===== src/rtl/aurora_ddr_pkg.sv =====
`default_nettype none
// ============================================================================
// Module      : aurora_ddr_pkg
// Description : Shared widths and the packed-word type for the Aurora-to-DDR
//               write packer.
// Revision    : 1.0 - initial release
// ============================================================================
package aurora_ddr_pkg;

    localparam int AURORA_DATA_W = 64;
    localparam int DDR_DATA_W    = 512;
    localparam int PACK_LANES    = 8;
    localparam int BEAT_BYTES    = 64;
    localparam int LANE_CNT_W    = $clog2(PACK_LANES);

    typedef struct packed {
        logic [PACK_LANES-1:0] mask;
        logic [DDR_DATA_W-1:0] data;
    } pack_word_t;

    // Mask with the low n_lanes bits set; n_lanes == PACK_LANES yields all ones
    // because the shifted one falls off the top of the vector.
    function automatic logic [PACK_LANES-1:0] lane_mask(input logic [LANE_CNT_W:0] n_lanes);
        logic [PACK_LANES-1:0] one;
        one    = '0;
        one[0] = 1'b1;
        return (one << n_lanes) - one;
    endfunction

endpackage
`default_nettype wire


===== src/rtl/pack_word_fifo.sv =====
`default_nettype none
// ============================================================================
// Module      : pack_word_fifo
// Description : First-word-fall-through FIFO of packed 520-bit words with a
//               synchronous clear. A push into a full FIFO is accepted only
//               when a pop happens in the same cycle.
// Revision    : 1.0 - initial release
// ============================================================================
module pack_word_fifo
    import aurora_ddr_pkg::*;
#(
    parameter int DEPTH = 4
) (
    input  logic       clk,
    input  logic       rst,
    input  logic       clear,
    input  logic       push,
    input  pack_word_t push_word,
    input  logic       pop,
    output pack_word_t pop_word,
    output logic       full,
    output logic       empty
);

    localparam int                c_PTR_W   = $clog2(DEPTH);
    localparam logic [c_PTR_W:0]  c_DEPTH   = (c_PTR_W + 1)'(DEPTH);
    localparam logic [c_PTR_W:0]  c_PTR_ONE = {{c_PTR_W{1'b0}}, 1'b1};

    pack_word_t         r_mem [DEPTH];
    logic [c_PTR_W:0]   r_wr_ptr;
    logic [c_PTR_W:0]   r_rd_ptr;
    logic [c_PTR_W:0]   w_count;
    logic               w_do_pop;
    logic               w_do_push;

    assign w_count   = r_wr_ptr - r_rd_ptr;
    assign full      = (w_count == c_DEPTH);
    assign empty     = (r_wr_ptr == r_rd_ptr);
    assign w_do_pop  = pop && !empty && !clear;
    assign w_do_push = push && (!full || w_do_pop) && !clear;
    assign pop_word  = r_mem[r_rd_ptr[c_PTR_W-1:0]];

    always_ff @(posedge clk or posedge rst) begin
        if (rst) begin
            r_wr_ptr <= '0;
            r_rd_ptr <= '0;
        end else if (clear) begin
            r_wr_ptr <= '0;
            r_rd_ptr <= '0;
        end else begin
            if (w_do_push) begin
                r_wr_ptr <= r_wr_ptr + c_PTR_ONE;
            end
            if (w_do_pop) begin
                r_rd_ptr <= r_rd_ptr + c_PTR_ONE;
            end
        end
    end

    // Storage is not reset; the consumer masks the head word while empty.
    always_ff @(posedge clk) begin
        if (w_do_push) begin
            r_mem[r_wr_ptr[c_PTR_W-1:0]] <= push_word;
        end
    end

endmodule
`default_nettype wire


===== src/rtl/aurora_ddr_wr_packer.sv =====
`default_nettype none
// ============================================================================
// Module      : aurora_ddr_wr_packer
// Description : Packs the 64-bit Aurora receive stream into 512-bit DDR write
//               beats with byte addresses, flush, clear and beat/drop counters.
// Revision    : 1.0 - initial release
// ============================================================================
module aurora_ddr_wr_packer
    import aurora_ddr_pkg::*;
#(
    parameter logic [31:0] DDR_BASE_ADDR  = 32'h0000_0000,
    parameter logic [31:0] DDR_ADDR_LIMIT = 32'h4000_0000,
    parameter int          FIFO_DEPTH     = 4
) (
    input  logic                     aurora_log_clk_0,
    input  logic                     aurora_rst_0,
    input  logic                     aurora_rxen_i,
    input  logic [AURORA_DATA_W-1:0] aurora_rxdata_i,
    input  logic                     xdma_vin_mem_clear_i,
    input  logic                     flush_i,
    output logic                     ddr_wr_en_o,
    input  logic                     ddr_wr_ready_i,
    output logic [31:0]              ddr_wr_addr_o,
    output logic [DDR_DATA_W-1:0]    ddr_wr_data_o,
    output logic [PACK_LANES-1:0]    ddr_wr_mask_o,
    output logic [31:0]              wr_beat_cnt_o,
    output logic [31:0]              pack_overflow_cnt_o
);

    localparam logic [32:0] c_BEAT_INC = 33'(BEAT_BYTES);
    localparam logic [32:0] c_LIMIT    = {1'b0, DDR_ADDR_LIMIT};

    logic [LANE_CNT_W-1:0]  r_lane_cnt;
    logic [DDR_DATA_W-1:0]  r_word_data;
    logic [31:0]            r_addr;
    logic [31:0]            r_beat_cnt;
    logic [31:0]            r_ovf_cnt;

    logic [LANE_CNT_W:0]    w_lane_after;
    logic [DDR_DATA_W-1:0]  w_word_data;
    logic                   w_clear;
    logic                   w_flush_take;
    logic                   w_emit;
    logic                   w_pop;
    logic                   w_drop;
    logic [32:0]            w_addr_inc;
    pack_word_t             w_push_word;
    pack_word_t             w_head_word;
    logic                   w_fifo_full;
    logic                   w_fifo_empty;

    assign w_clear      = xdma_vin_mem_clear_i;
    assign w_lane_after = {1'b0, r_lane_cnt} + {{LANE_CNT_W{1'b0}}, aurora_rxen_i};

    // Current word including this cycle's sample, so a flush sees it too.
    always_comb begin
        w_word_data = r_word_data;
        if (aurora_rxen_i) begin
            w_word_data[{r_lane_cnt, 6'd0} +: AURORA_DATA_W] = aurora_rxdata_i;
        end
    end

    // A full word (lane count reaches PACK_LANES) always emits; a flush only
    // adds an emit for a non-empty partial word.
    assign w_flush_take     = flush_i && (w_lane_after != '0);
    assign w_emit           = !w_clear && (w_lane_after[LANE_CNT_W] || w_flush_take);
    assign w_pop            = !w_fifo_empty && ddr_wr_ready_i && !w_clear;
    assign w_drop           = w_emit && w_fifo_full && !w_pop;
    assign w_push_word.mask = lane_mask(w_lane_after);
    assign w_push_word.data = w_word_data;

    pack_word_fifo #(
        .DEPTH      (FIFO_DEPTH)
    ) u_fifo (
        .clk        (aurora_log_clk_0),
        .rst        (aurora_rst_0),
        .clear      (w_clear),
        .push       (w_emit),
        .push_word  (w_push_word),
        .pop        (w_pop),
        .pop_word   (w_head_word),
        .full       (w_fifo_full),
        .empty      (w_fifo_empty)
    );

    always_ff @(posedge aurora_log_clk_0 or posedge aurora_rst_0) begin
        if (aurora_rst_0) begin
            r_lane_cnt  <= '0;
            r_word_data <= '0;
        end else if (w_clear || w_emit) begin
            r_lane_cnt  <= '0;
            r_word_data <= '0;
        end else if (aurora_rxen_i) begin
            r_lane_cnt  <= w_lane_after[LANE_CNT_W-1:0];
            r_word_data <= w_word_data;
        end
    end

    assign w_addr_inc = {1'b0, r_addr} + c_BEAT_INC;

    always_ff @(posedge aurora_log_clk_0 or posedge aurora_rst_0) begin
        if (aurora_rst_0) begin
            r_addr     <= DDR_BASE_ADDR;
            r_beat_cnt <= '0;
            r_ovf_cnt  <= '0;
        end else if (w_clear) begin
            r_addr     <= DDR_BASE_ADDR;
            r_beat_cnt <= '0;
            r_ovf_cnt  <= '0;
        end else begin
            if (w_pop) begin
                r_beat_cnt <= r_beat_cnt + 32'd1;
                r_addr     <= (w_addr_inc >= c_LIMIT) ? DDR_BASE_ADDR : w_addr_inc[31:0];
            end
            if (w_drop && (r_ovf_cnt != 32'hFFFF_FFFF)) begin
                r_ovf_cnt <= r_ovf_cnt + 32'd1;
            end
        end
    end

    // Head word is masked to zero while empty so outputs track reset at once.
    assign ddr_wr_en_o         = !w_fifo_empty;
    assign ddr_wr_data_o       = w_fifo_empty ? '0 : w_head_word.data;
    assign ddr_wr_mask_o       = w_fifo_empty ? '0 : w_head_word.mask;
    assign ddr_wr_addr_o       = r_addr;
    assign wr_beat_cnt_o       = r_beat_cnt;
    assign pack_overflow_cnt_o = r_ovf_cnt;

endmodule
`default_nettype wire


===== config.mk =====
export PLATFORM = sky130hd
export DESIGN_NAME = aurora_ddr_wr_packer
export DESIGN_NICKNAME = d
export VERILOG_FILES = /design/src/rtl/aurora_ddr_pkg.sv /design/src/rtl/pack_word_fifo.sv /design/src/rtl/aurora_ddr_wr_packer.sv
export SDC_FILE = /design/constraint.sdc
export NUM_CORES = 2
export LEC_CHECK = 0
export BUFFER_PORTS_ARGS = -buffer_cell sky130_fd_sc_hd__buf_4
export CORE_MARGIN = 5
export CORE_UTILIZATION = 48
export CTS_CLUSTER_SIZE = 25
export DETAILED_ROUTE_END_ITERATION = 10
export PLACE_DENSITY_LB_ADDON = 0.3
export REMOVE_ABC_BUFFERS = 1
export SETUP_SLACK_MARGIN = 0.4
export SYNTH_ARGS = -nofsm -noshare
export SYNTH_HDL_FRONTEND = slang
export SYNTH_SLANG_ARGS = --single-unit

===== constraint.sdc =====
create_clock -name aurora_log_clk_0 -period 37.4 [get_ports aurora_log_clk_0]
set_input_delay 1.87 -clock aurora_log_clk_0 [delete_from_list [all_inputs] [get_ports aurora_log_clk_0]]
set_output_delay 1.87 -clock aurora_log_clk_0 [all_outputs]
set_load 0.01 [all_outputs]

==> flow_metrics.env <==
export IMPL_synthTopCellsByCount="edfxtp_1, dfrtp_1, and2_1, mux4_2"
export IMPL_synth_seq_cells=2691
export IMPL_clock_skew_ns=0.0746
export IMPL_die_area_um2=231000
export IMPL_drv_cap=0
export IMPL_netlist_area_um2=106000
export IMPL_first_pass_iters=5
export IMPL_cp_top_family="buffers and inverters"
export IMPL_io_buffers=680
export IMPL_ant_nets=0
export IMPL_cp_max_fo=97
export IMPL_arrival_ns=6.86
export IMPL_critical_path_class="flop to output port"
export IMPL_synth_top_cell_area_share_pct=58.9
export IMPL_die_x_um=480
export IMPL_wirelength_um=247000
export IMPL_worst_slack_ns=28.67
export IMPL_yosys_top_cells_area="edfxtp_1, dfrtp_1, mux4_2, mux2_2, and2_1"
export IMPL_tightest_slew_ns=1.12
export IMPL_critPathBufInv=6
export IMPL_final_area_um2=124000
export IMPL_timing_rr_start="u_fifo.r_rd_ptr[0]$_DFFE_PP0P_"
export IMPL_num_vias=53100
export IMPL_synth_cell_types=54
export IMPL_dpl_instance_area_um2=114000
export IMPL_dpl_worst_slack_ns=28.38
export IMPL_worstPathRequired_ns=35.53
export IMPL_cts_buffers=287
export IMPL_critPathLaunch="u_fifo.r_rd_ptr[0]$_DFFE_PP0P_"
export IMPL_hold_violations=0
export IMPL_slew_headroom_pct=25.0
export IMPL_end_kind="output port"
export IMPL_cp_cell_sequence="buf_4 > buf_4 > buf_12 > buf_4 > buf_4 > mux4_2 > and2_1 > buf_4"
export IMPL_cts_tree="yes"
export IMPL_drive_gt1_share_pct=33.9
export IMPL_clock_path_buffers=4
export IMPL_grt_pass1_vias=54400
export IMPL_place_hpwl_um=140000
export IMPL_nets=6403
export IMPL_timing_critical_path_mode_cell="buf_4"
export IMPL_viasPerCell=5.60
export IMPL_ys_dominant_reg_cell="edfxtp_1"
export IMPL_cp_slowest_cell="buf_4"
export IMPL_syn_inst=5574
export IMPL_rrSetupSlack_ns=29.61
export IMPL_drc=0
export IMPL_rr_worst_depth=10
export IMPL_yosys_warnings=0
export IMPL_clock_latency_ns=0.92
export IMPL_postSynth_asyncResetShare_pct=22.7
export IMPL_syn_avg_cell_area_um2=19.0
export IMPL_hold_class="flop to flop"
export IMPL_yosysMostFrequentCell="edfxtp_1"
export IMPL_max_stage_delay_ns=0.93
export IMPL_rsz0062_at_grt="no"
export IMPL_cts_max_level=5
export IMPL_period_share_pct=23.4
export IMPL_yosysSeqAreaShare_pct=73.3
export IMPL_die_y_um=480
export IMPL_start_kind="flop"
export IMPL_slew_violations=0
export IMPL_initial_utilization_pct=48.3
export IMPL_holdPathEnd="u_fifo.r_mem[3][421]$_DFFE_PP_"
export IMPL_io_pins=687
export IMPL_powerDensity_nw_per_um2=60.2
export IMPL_reg2reg_to="u_fifo.r_mem[2][28]$_DFFE_PP_"
export IMPL_root_buffer="clkbuf_16"
export IMPL_report_final_setup_viol=0
export IMPL_place_congestion=0.824
export IMPL_antenna_found_initial=16
export IMPL_min_delay_path_depth=1
export IMPL_tns_ns=0
export IMPL_grt_max_degree=142
export IMPL_cts_resized=0
export IMPL_grt_usage_pct=21.2
export IMPL_cts_setup_buffers=0
export IMPL_drtIter0Drc=4484
export IMPL_clock_sinks=2691
export IMPL_synth_edf_count=2080
export IMPL_power_leakage_uw=0.0462
export IMPL_clk_pin_slew_ns=0.06
export IMPL_layout_min_cycle_time_ns=8.73
export IMPL_hold_ws_ns=0.556
export IMPL_core_area_um2=220000
export IMPL_max_freq_ghz=0.114
export IMPL_status="finished clean"
export IMPL_yosys_area_top_type="edfxtp_1"
export IMPL_ctsHoldBuffers=0
export IMPL_post_drt_wl_per_cell_um=26.0
export IMPL_grt_pass1_wl_um=366000
export IMPL_area_growth_pct=16.5
export IMPL_vdd_ir_drop_max_v=0.0000514
export IMPL_grt_overflow=0
export IMPL_fp_row_count=172
export IMPL_min_from="r_word_data[421]$_DFFE_PP0P_"
-- layout by cell type, fill, tap and decap left out, types with 11 or more instances in the layout --
cell type	n
nor3_1	17
and3_1	17
nor2b_1	513
clkbuf_1	77
nor4_1	11
nand3_1	39
nor2_1	94
mux4_2	520
clkbuf_8	27
a31oi_1	21
clkinv_1	32
nand2_1	55
and2_1	530
clkinv_2	41
dfrtp_1	609
nand4_1	30
xnor2_1	32
bufinv_16	20
buf_12	14
clkbuf_16	297
buf_4	748
o21ai_0	16
mux2_2	513
ha_1	16
xor2_1	35
inv_1	24
a21oi_1	23
edfxtp_1	2080
-- kinds of logic after synthesis --
group | synth area share, %
buf+inv | 1.41
simple gates | 7.61
fa+ha+maj | 0.189
xor+xnor | 0.568
mux | 16.5
other cells | 0.00353
flops | 73.3
compound gates | 0.433
-- worst max path at each step --
stage,to,cells past startpoint
final,ddr_wr_data_o[123],8
after global routing,ddr_wr_data_o[40],8
after detailed placement,u_fifo.r_mem[1][4]$_DFFE_PP_,12
after CTS,ddr_wr_data_o[123],8
after global placement,u_fifo.r_mem[1][424]$_DFFE_PP_,12
after floorplan,u_fifo.r_mem[0][0]$_DFFE_PP_,5
-- routing by layer --
| metal | part of all wire (%) | vias to the layer above | GRT usage, % |
|---|---|---|---|
| li1 | - | 22800 | - |
| met1 | 43 | 28200 | 30.7 |
| met2 | 46 | 1814 | 32.1 |
| met3 | 8.5 | 331 | 5.93 |
| met4 | 2.3 | 12 | 5.70 |
| met5 | 0.033 | - | 0 |
-- flip-flops by register name, summed over array words and instances, names as in the netlist --
signal	count
u_fifo.r_mem	2080
r_word_data	512
pack_overflow_cnt_o	32
wr_beat_cnt_o	32
ddr_wr_addr_o	26
r_lane_cnt	3
u_fifo.r_rd_ptr	3
u_fifo.r_wr_ptr	3
-- per-stage QoR --
| step | utilization [%] | power (uW) | std cells |
|---|---|---|---|
| after floorplan | - | 4620 | 5266 |
| after global placement | 52.1 | 4770 | 8986 |
| after detailed placement | 52.1 | 4780 | 8986 |
| after CTS | 56.2 | 7530 | 9493 |
| after global routing | 56.2 | 7740 | 9497 |
| final | 56.2 | 7440 | 9498 |
-- layout make-up --
| class | count | area [um2] |
|---|---|---|
| antenna | 5 | 12.5 |
| clock buffer | 401 | 8090 |
| clock inverter | 106 | 1050 |
| fill | 16600 | 96200 |
| inverter | 25 | 101 |
| multi-input combinational | 2550 | 27000 |
| sequential | 2691 | 77800 |
| tap | 2958 | 3700 |
| timing repair buffer | 762 | 5900 |
-- report_power, final --
part           internal [uW]  leakage (uW)  switching (uW)
Sequential              3270        0.0286            23.7
Clock                   1650       0.00448            1110
Combinational            621        0.0131             767
(Power assumes the default switching activity.)
